--- config.mk ---
export PLATFORM = sky130hd
export DESIGN_NAME = dma_w_burst_ctrl
export DESIGN_NICKNAME = d
export VERILOG_FILES = /design/src/rtl/dma_w_burst_ctrl_pkg.sv /design/src/rtl/dma_burst_calc.sv /design/src/rtl/dma_w_burst_ctrl.sv
export SDC_FILE = /design/constraint.sdc
export NUM_CORES = 1
export LEC_CHECK = 0
export CORE_UTILIZATION = 40
export DETAILED_ROUTE_END_ITERATION = 6
export GPL_TIMING_DRIVEN = 0
export PLACE_DENSITY = 0.74
export SKIP_LAST_GASP = 1
export SLEW_MARGIN = 20
export SYNTH_ARGS = -nofsm -noshare
export SYNTH_HDL_FRONTEND = slang
export SYNTH_SLANG_ARGS = --single-unit
--- constraint.sdc ---
create_clock -name i_clk -period 4.8 [get_ports i_clk]
set_input_delay 0.96 -clock i_clk [delete_from_list [all_inputs] [get_ports i_clk]]
set_output_delay 0.96 -clock i_clk [all_outputs]
set_load 0.02 [all_outputs]
--- src/rtl/dma_w_burst_ctrl_pkg.sv ---
// Shared types and helpers for the write-side burst scheduler and its length calculator.
package dma_w_burst_ctrl_pkg;

    localparam int unsigned DEF_BOUNDARY = 4096;

    typedef enum logic [2:0] {
        ST_IDLE,
        ST_CALC,
        ST_ISSUE,
        ST_WAIT_RESP,
        ST_FINISH
    } state_e;

    function automatic int unsigned max2(input int unsigned a, input int unsigned b);
        return (a > b) ? a : b;
    endfunction

endpackage

--- src/rtl/dma_burst_calc.sv ---
// Combinational burst length: min of remaining beats, programmed cap and beats left before the boundary.
module dma_burst_calc
    import dma_w_burst_ctrl_pkg::*;
#(
    parameter int unsigned DMA_DATA_W = 32,
    parameter int unsigned LEN_W      = 8,
    parameter int unsigned XFER_W     = 24,
    parameter int unsigned BOUNDARY   = DEF_BOUNDARY
) (
    input  logic [$clog2(BOUNDARY)-1:0] i_addr_ofs,
    input  logic [XFER_W-1:0]           i_words_left,
    input  logic [LEN_W-1:0]            i_max_len,
    output logic [LEN_W:0]              o_beats
);

    localparam int unsigned BPW    = DMA_DATA_W / 8;
    localparam int unsigned BPW_SH = $clog2(BPW);
    localparam int unsigned OFS_W  = $clog2(BOUNDARY);
    localparam int unsigned CW     = max2(max2(XFER_W, OFS_W + 1), LEN_W + 1);

    logic [OFS_W:0] w_bnd_bytes;
    logic [CW-1:0]  w_bnd_beats;
    logic [CW-1:0]  w_cap;
    logic [CW-1:0]  w_words;
    logic [CW-1:0]  w_min_a;
    logic [CW-1:0]  w_min_b;

    // An offset of zero yields the full window of BOUNDARY bytes.
    assign w_bnd_bytes = (OFS_W + 1)'(BOUNDARY) - {1'b0, i_addr_ofs};
    assign w_bnd_beats = CW'(w_bnd_bytes) >> BPW_SH;
    assign w_cap       = CW'(i_max_len) + CW'(1);
    assign w_words     = CW'(i_words_left);

    assign w_min_a = (w_words < w_cap) ? w_words : w_cap;
    assign w_min_b = (w_min_a < w_bnd_beats) ? w_min_a : w_bnd_beats;
    assign o_beats = (LEN_W + 1)'(w_min_b);

endmodule

--- src/rtl/dma_w_burst_ctrl.sv ---
// Write DMA burst scheduler: splits a transfer into boundary-safe INCR bursts and tracks completion.
module dma_w_burst_ctrl
    import dma_w_burst_ctrl_pkg::*;
#(
    parameter int unsigned ADDR_W     = 32,
    parameter int unsigned DMA_DATA_W = 32,
    parameter int unsigned LEN_W      = 8,
    parameter int unsigned XFER_W     = 24,
    parameter int unsigned BOUNDARY   = DEF_BOUNDARY
) (
    input  logic              i_clk,
    input  logic              i_rst,
    input  logic              i_cfg_start,
    input  logic [ADDR_W-1:0] i_cfg_addr,
    input  logic [XFER_W-1:0] i_cfg_words,
    input  logic [LEN_W-1:0]  i_cfg_max_len,
    output logic              o_busy,
    output logic              o_done,
    output logic              o_error,
    output logic [XFER_W-1:0] o_words_left,
    output logic              o_eng_valid,
    output logic [ADDR_W-1:0] o_eng_addr,
    output logic [LEN_W-1:0]  o_eng_len,
    input  logic              i_eng_ready,
    input  logic              i_eng_dma_ready,
    input  logic              i_eng_error
);

    localparam int unsigned BPW    = DMA_DATA_W / 8;
    localparam int unsigned BPW_SH = $clog2(BPW);
    localparam int unsigned OFS_W  = $clog2(BOUNDARY);

    state_e            r_state;
    logic              r_busy;
    logic              r_done;
    logic              r_error;
    logic [XFER_W-1:0] r_words_left;
    logic              r_eng_valid;
    logic [ADDR_W-1:0] r_eng_addr;
    logic [LEN_W-1:0]  r_eng_len;
    logic [ADDR_W-1:0] r_addr;
    logic [LEN_W-1:0]  r_max_len;
    logic [LEN_W:0]    r_beat_cnt;
    logic [LEN_W:0]    w_beats;

    dma_burst_calc #(
        .DMA_DATA_W (DMA_DATA_W),
        .LEN_W      (LEN_W),
        .XFER_W     (XFER_W),
        .BOUNDARY   (BOUNDARY)
    ) u_calc (
        .i_addr_ofs   (r_addr[OFS_W-1:0]),
        .i_words_left (r_words_left),
        .i_max_len    (r_max_len),
        .o_beats      (w_beats)
    );

    always_ff @(posedge i_clk or posedge i_rst) begin
        if (i_rst) begin
            r_state      <= ST_IDLE;
            r_busy       <= 1'b0;
            r_done       <= 1'b0;
            r_error      <= 1'b0;
            r_words_left <= '0;
            r_eng_valid  <= 1'b0;
            r_eng_addr   <= '0;
            r_eng_len    <= '0;
            r_addr       <= '0;
            r_max_len    <= '0;
            r_beat_cnt   <= '0;
        end else begin
            r_done <= 1'b0;
            case (r_state)
                ST_IDLE: begin
                    if (i_cfg_start) begin
                        r_addr       <= i_cfg_addr;
                        r_words_left <= i_cfg_words;
                        r_max_len    <= i_cfg_max_len;
                        r_error      <= 1'b0;
                        r_busy       <= 1'b1;
                        r_state      <= (i_cfg_words == '0) ? ST_FINISH : ST_CALC;
                    end
                end
                ST_CALC: begin
                    r_eng_addr <= r_addr;
                    r_eng_len  <= LEN_W'(w_beats - (LEN_W + 1)'(1));
                    r_beat_cnt <= w_beats;
                    if (i_eng_dma_ready) begin
                        r_eng_valid <= 1'b1;
                        r_state     <= ST_ISSUE;
                    end
                end
                ST_ISSUE: begin
                    if (i_eng_ready) begin
                        r_words_left <= r_words_left - XFER_W'(1);
                        r_beat_cnt   <= r_beat_cnt - (LEN_W + 1)'(1);
                        // Last beat of the burst: release the request and move past it.
                        if (r_beat_cnt == (LEN_W + 1)'(1)) begin
                            r_eng_valid <= 1'b0;
                            r_addr      <= r_eng_addr
                                         + ((ADDR_W'(r_eng_len) + ADDR_W'(1)) << BPW_SH);
                            r_state     <= ST_WAIT_RESP;
                        end
                    end
                end
                ST_WAIT_RESP: begin
                    if (i_eng_dma_ready) begin
                        if (i_eng_error) begin
                            r_error <= 1'b1;
                            r_state <= ST_FINISH;
                        end else if (r_words_left == '0) begin
                            r_state <= ST_FINISH;
                        end else begin
                            r_state <= ST_CALC;
                        end
                    end
                end
                ST_FINISH: begin
                    r_done  <= 1'b1;
                    r_busy  <= 1'b0;
                    r_state <= ST_IDLE;
                end
                default: r_state <= ST_IDLE;
            endcase
        end
    end

    assign o_busy       = r_busy;
    assign o_done       = r_done;
    assign o_error      = r_error;
    assign o_words_left = r_words_left;
    assign o_eng_valid  = r_eng_valid;
    assign o_eng_addr   = r_eng_addr;
    assign o_eng_len    = r_eng_len;

endmodule

==> results by group, run 1 <==
Run status
  – Status: complete, but fails checks
  – Violated checks: setup timing

STA
  – Final worst path period share: 1.018
  – Max Freq: 204.7 MHz
  – Hold Vio Cnt, Final: 0
  – RSZ-0062 raised after global routing: true
  – Worst-Margin Slew: 0.8747 ns
  – Final setup violation count: 3
  – Post-route minimum period: 4.884 ns
  – Setup WS post-layout: -0.08420 ns
  – Final Skew: 0.009187 ns
  – Worst relative slew slack: 0.4169
  – Final Slew Violations: 0

Clock network
  – Clk sink count: 120
  – # H-tree levels: 4
  – CTS Buf Count: 17
  – Clock-pin slew on the worst setup and hold paths: 0.06 ns
  – Clock Path Buffers: 2
  – CTS tree: yes
  – Root Buffer: clkbuf_16
  – Clock Latency Late Sink: 0.42 ns

Synthesis
  – Ys flop type: dfrtp_1
  – Simple-gate share of the synthesized area: 0.2620
  – Yosys top cell by area: dfrtp_1
  – Post-synthesis adder-cell area fraction: 0.05380
  – Synth top cells by count: nand2_1 (179), dfrtp_1 (120), o21ai_0 (81)
  – FF+latch count, synth: 120
  – Sequential area share after synthesis: 0.3843
  – Synth Area in Compound Gates: 0.1846
  – Multiplexer share of the synthesized area: 0.03219
  – XOR/XNOR Fraction of Synth Area: 0.04596
  – Main combinational cell family by area after synthesis: simple AND/OR/NAND/NOR gates
  – Synthesized area per cell: 8.225 um2
  – Mapped Cells: 950
  – Async set or reset register ratio after synthesis: 1.000
  – Top cells by area, synth: dfrtp_1 (38%), nand2_1 (8.6%), o21ai_0 (5.2%)
  – Mapped Area: 7814 um2
  – Unique masters post-synth: 74
  – YS warnings: 0
  – EDFF count, synth: 0
  – Most frequent cell after synthesis: nand2_1
  – Synth top area share: 0.3843

Power
  – Final Power: 8191 uW
  – Power per cell area: 758.0 nW/um2
  – VDD IR max: 0.4144 mV
  – Leakage power: 0.004522 uW

Floorplan
  – I/O pin count: 138
  – Core area: 18960 um2
  – FP Rows: 50
  – Die area: 20100 um2
  – Die W: 141.8 um
  – Starting Density: 0.4122
  – Die height: 141.8 um

Final layout
  – Final #Nets: 1245
  – Area delta synth->final: 38.30%
  – Filler cells: 1686
  – Number of inserted diodes: 0
  – Sequential Area: 3007 um2
  – Final non-filler cell total: 1413
  – Final core occ: 0.5701
  – Area of the multi-input gates: 4952 um2
  – Share of post-route cells with drive strength above 1: 0.1292

Critical path
  – Ordered cell list for the critical path: buf_4, and3_2, and3_4, nand3_4, xnor2_4, inv_2, ha_4, nand2_4, a2111o_1, a21oi_1, a21oi_2, ha_1, a21oi_2, o21ai_2, a221oi_2, buf_4, nand3_2, a21oi_4, nor3_4, mux2_4, o311a_1, a221o_1
  – CP max-delay cell: a2111o_1
  – R2R depth: 22
  – Crit path DAT: 5.19 ns
  – Crit-path max cell delay: 0.55 ns
  – R2R Path Start: r_max_len[2]
  – RR Endpoint: o_eng_len[5]
  – Critical Path Source Type: register
  – Setup CP Type: reg2reg
  – Worst Path Max Fanout: 8
  – CP required: 5.11 ns
  – Reg-to-reg slack, setup: -0.08 ns
  – CP endpoint kind: register

Placed design
  – Routability cong.: 0.9353
  – Number of I/O port buffers: 137
  – DP Cell Count: 1349
  – Post-Place Setup Slack: -0.7115 ns
  – DP HPWL: 18170 um

GRT
  – Initial antenna violation count: 0
  – Gr usage total: 0.2599
  – GRT overflow: 0
  – Number of global-route vias before repair: 7854
  – First-pass GRT wire length: 40490 um
  – Maximum number of pins on one net before global-route repair: 99

Route
  – Total number of vias: 8147
  – Via density: 5.766
  – Initial DRC count: 738
  – Wire length per cell: 18.60 um
  – DRC viols: 0
  – Total iterations of the first detailed-routing run: 6
  – Final wirelength: 26280 um
  – Routed Antenna Nets: 0

Hold path
  – HP Class: reg2reg
  – Hold Crit Depth: 2
  – Min-delay src: r_addr[19]
  – Hold EP: o_eng_addr[19]

Run
  – Max Cap Viol: 0
registers in the layout, summed over array words and instances, names as in the netlist:
signal        flops
o_eng_valid       1
o_words_left     24
o_error           1
o_busy            1
o_done            1
r_state           3
r_max_len         8
r_beat_cnt        9
r_addr           32
o_eng_addr       32
o_eng_len         8
layer usage:
metal,global-route usage,part of all wire
met1,0.3340,0.41
met2,0.4304,0.49
met3,0.05602,0.081
met4,0.09338,0.025
met5,0,0
final cells by class:
cell class,instances,area share
Clock inverter,10,0.01204
Inverter,28,0.01042
Sequential cell,120,0.2782
Buffer,46,0.01679
Multi-Input combinational cell,757,0.4583
Clock buffer,20,0.04041
Tap cell,260,0.03010
Timing Repair Buffer,172,0.1538
worst max-delay path by stage:
stage	cells after the start	to	from	slack, ns
after global routing	23	o_eng_len[5]	r_max_len[1]	-0.27
after CTS	21	o_eng_len[5]	r_max_len[0]	0.008
after floorplan	22	o_eng_len[6]	r_max_len[0]	0.01
after detailed placement	22	o_eng_len[4]	r_max_len[0]	-0.71
final	22	o_eng_len[5]	r_max_len[2]	-0.08
after global placement	2	o_words_left[21]	i_rst	-1.35
what timing repair did:
action	4_1_cts	5_1_grt
hold buffers	0	0
hold endpoints to repair	0	0
pin swaps	14	28
resized for setup	30	49
setup buffers	18	16
endpoints found under the setup margin	17	15
critical path: cells and delay by family, from the launching register on:
| family | cells | cell delay (ns) |
|---|---|---|
| AO/OA/AOI/OAI | 9 | 2.10 |
| AND/OR/NAND/NOR | 6 | 0.77 |
| adder cells (fa/ha/maj) | 2 | 0.62 |
| flip-flops | 1 | 0.38 |
| buffers and inverters | 3 | 0.36 |
| multiplexers | 1 | 0.35 |
| XOR/XNOR | 1 | 0.20 |
power breakdown:
part | total (uW) | switching, uW | leakage [uW] | internal [uW]
registers | 2080 | 593 | 0.00146 | 1490
clock network | 1270 | 468 | 0.000275 | 804
logic | 4830 | 2790 | 0.00278 | 2040
total | 8190 | 3860 | 0.00452 | 4340
kinds of logic after synthesis:
| logic type | count (synthesis) |
|---|---|
| adder cells (fa/ha/maj) | 33 |
| AO/OA/AOI/OAI | 233 |
| multiplexers | 23 |
| XOR/XNOR | 41 |
| buffers and inverters | 74 |
| other | 1 |
| AND/OR/NAND/NOR | 425 |
| flip-flops | 120 |
cells in the final DEF (no fill, tap or decap), drive strengths merged, types with 4 or more instances in the layout:
| cell | netlist | routed |
|---|---|---|
| buf | 11 | 46 |
| nor4 | 20 | 20 |
| nor3 | 26 | 26 |
| mux2i | 9 | 9 |
| a21oi | 73 | 73 |
| nand2b | 5 | 5 |
| and3 | 18 | 18 |
| nand3 | 44 | 44 |
| nand4 | 18 | 18 |
| dfrtp | 120 | 120 |
| nor2b | 4 | 4 |
| a22oi | 5 | 5 |
| o2111ai | 4 | 4 |
| o21ai | 83 | 83 |
| nor4b | 4 | 4 |
| xnor2 | 15 | 15 |
| or3 | 8 | 8 |
| o21bai | 4 | 4 |
| nand2 | 179 | 179 |
| a21o | 7 | 7 |
| nor2 | 66 | 66 |
| clkbuf | 35 | 55 |
| xor2 | 26 | 26 |
| and2 | 9 | 9 |
| or4 | 7 | 7 |
| o21a | 5 | 5 |
| o22ai | 8 | 8 |
| inv | 28 | 28 |
| ha | 32 | 32 |
| clkinv | 0 | 5 |
| clkdlybuf4s50 | 0 | 137 |
| a31oi | 7 | 7 |
| mux2 | 14 | 14 |
through the flow:
step,setup TNS (ns),cell area (um2),hold WS (ns)
finish,-0.1487,10810,0.4652
global route,-1.968,10810,0.4976
CTS,0,10410,0.4661
detailed placement,-7.113,9573,0.4549
global placement,-166.14,9532,0.4463
floorplan,0,7835,0.4386
Note: power is estimated with default switching activity, not from simulation.
==> inputs of run 2 (changes only) <==
--- a/config.mk
+++ b/config.mk
@@ -8,7 +8,7 @@
 export CORE_UTILIZATION = 40
 export DETAILED_ROUTE_END_ITERATION = 6
 export GPL_TIMING_DRIVEN = 0
-export PLACE_DENSITY = 0.74
+export PLACE_DENSITY = 0.71
 export SKIP_LAST_GASP = 1
 export SLEW_MARGIN = 20
 export SYNTH_ARGS = -nofsm -noshare
==> constraint.sdc (replaced) <==
create_clock -name i_clk -period 5.5 [get_ports i_clk]
set_input_delay 1.1 -clock i_clk [delete_from_list [all_inputs] [get_ports i_clk]]
set_output_delay 1.1 -clock i_clk [all_outputs]
set_load 0.02 [all_outputs]
==> run 2 against run 1 <==
Net effect: the run now ends clean; die area is the same; sequential power shrank 12%; first-iteration DRC count rose by 3.0%; hold slack about the same.
==> results by group, run 2 (synthesis gave the netlist of run 1 again) <==
Run status
  – Status: finished clean

GRT
  – Gr usage total: 0.2549
  – Initial antenna violation count: 0
  – First-pass GRT wire length: 39270 um
  – Number of global-route vias before repair: 7413
  – GRT overflow: 0
  – Maximum number of pins on one net before global-route repair: 70

Power
  – VDD IR max: 0.2656 mV
  – Sw frac: 0.4664
  – Power per cell area: 646.4 nW/um2
  – Part of the power in registers: 0.274
  – Power share of the clock group: 0.184
  – Leakage power: 0.004357 uW
  – Gate power share: 0.542
  – Final Power: 6654 uW
  – Internal power: 3551 uW
  – P_sw: 3104 uW

Placed design
  – Number of I/O port buffers: 137
  – DP Cell Count: 1349
  – Routability cong.: 0.9090
  – DP HPWL: 18030 um
  – Placed Area: 9553 um2

Final layout
  – Final #Nets: 1219
  – Share of post-route cells with drive strength above 1: 0.07706
  – Area delta synth->final: 31.74%
  – Commonest cells after routing, fill and taps aside: nand2_1 (179), clkdlybuf4s50_1 (137), dfrtp_1 (118), o21ai_0 (81), a21oi_1 (69)
  – Most common cell after layout, fill and taps aside: nand2_1
  – Number of inserted diodes: 0
  – Design area: 10290 um2
  – Final non-filler cell total: 1389

Critical path
  – CP required: 5.87 ns
  – Critical Path Source Type: register
  – R2R Path Start: r_max_len[3]
  – CP endpoint kind: register
  – Reg-to-reg slack, setup: 0.27 ns
  – RR Endpoint: o_eng_len[6]
  – R2R depth: 21
  – Crit path DAT: 5.59 ns
  – Worst Path Max Fanout: 7
  – Setup CP Type: reg2reg

STA
  – Final Slew Violations: 0
  – Final worst path period share: 0.9504
  – Hold Slack: 0.4653 ns
  – Post-route minimum period: 5.227 ns
  – Final Skew: 0.01399 ns
  – Worst relative slew slack: 0.3714
  – Hold Vio Cnt, Final: 0
  – Worst-Margin Slew: 0.9429 ns
  – Max Freq: 191.3 MHz
  – Final setup violation count: 0

Clock network
  – Clk sink count: 120
  – Clock Path Buffers: 2
  – CTS tree: yes
  – Clock Latency Late Sink: 0.43 ns
  – Root Buffer: clkbuf_16
  – Hold Buf Count CTS: 0
  – Clock-pin slew on the worst setup and hold paths: 0.06 ns
  – # H-tree levels: 4
  – CTS Buf Count: 17

Route
  – Final wirelength: 25050 um
  – Total number of vias: 7868
  – Wire length per cell: 18.03 um
  – DRC viols: 0
  – Routed Antenna Nets: 0
  – Initial DRC count: 760
  – Via density: 5.665
  – Total iterations of the first detailed-routing run: 6

Floorplan
  – Die height: 141.8 um
  – Core area: 18960 um2
  – I/O pin count: 138
  – Starting Density: 0.4122
  – Die W: 141.8 um
  – Die area: 20100 um2
  – FP Rows: 50

Run
  – Max Cap Viol: 0

Hold path
  – Min-delay src: r_addr[27]
  – HP Class: reg2reg
  – Hold Crit Depth: 2
  – Hold EP: o_eng_addr[27]
[run 2: through the flow]
stage / utilization / worst slack, ns / setup TNS, ns
floorplan: - / 0.5076 / 0
global placement: 0.5019 / -0.7458 / -88.79
detailed placement: 0.5040 / -0.3665 / -0.8558
CTS: 0.5389 / 0.06125 / 0
global route: 0.5430 / -0.01170 / -0.01170
finish: 0.5430 / 0.2727 / 0
[run 2: final cells by class]
cell class,count,area [um2]
well taps,260,325.3
flip-flops and latches,120,3005
inverters,28,110.1
plain buffers,46,181.4
clock buffers,22,474.2
multi-input cells,757,4571
clock inverters,10,167.7
repair buffers,146,1459
fillers,1777,8662
[run 2: repair_timing]
| item | in CTS | in global routing |
|---|---|---|
| pin swaps | 1 | 5 |
| setup endpoints to repair | 7 | 11 |
| buffers inserted | 1 | 7 |
| gates resized for setup | 3 | 7 |
[run 2: worst max path at each step]
stage,start,to,depth (start not counted)
final,r_max_len[3],o_eng_len[6],21
after global routing,r_max_len[3],o_eng_len[6],21
after CTS,r_max_len[0],o_eng_len[6],22
after detailed placement,r_max_len[0],o_eng_len[6],22
after global placement,i_rst,o_words_left[21],2
after floorplan,r_max_len[0],o_eng_len[6],22
[run 2: metal layers]
layer,vias to the layer above,share of wire,global-route usage
met5,-,0,0
met1,3801,0.44,0.3409
li1,3742,-,-
met4,0,0.022,0.08885
met2,286,0.47,0.4143
met3,39,0.064,0.04556
[run 2: worst max-delay path: stages (launching register included)]
cell,delay [ns]
dfrtp_1,0.42
and3_2,0.22
and3_1,0.19
nand3_1,0.14
ha_1,0.26
nor3_1,0.23
nand4_1,0.26
a21o_1,0.29
nor2_4,0.23
mux2_2,0.39
ha_1,0.32
nand2_1,0.05
o21ai_0,0.20
a221oi_2,0.08
buf_4,0.16
nor2b_2,0.19
or3_1,0.45
a21oi_2,0.26
ha_2,0.27
nor3b_1,0.26
o2111ai_1,0.16
nand3_1,0.13
[run 2: power groups by stage]
stage / clock, uW / sequential [uW] / combinational (uW)
after global routing: 1270 / 1880 / 3960
after floorplan: 0 / 1940 / 2080
after global placement: 0 / 1810 / 3450
after CTS: 1230 / 1810 / 3550
after detailed placement: 0 / 1820 / 3520
final: 1220 / 1820 / 3610
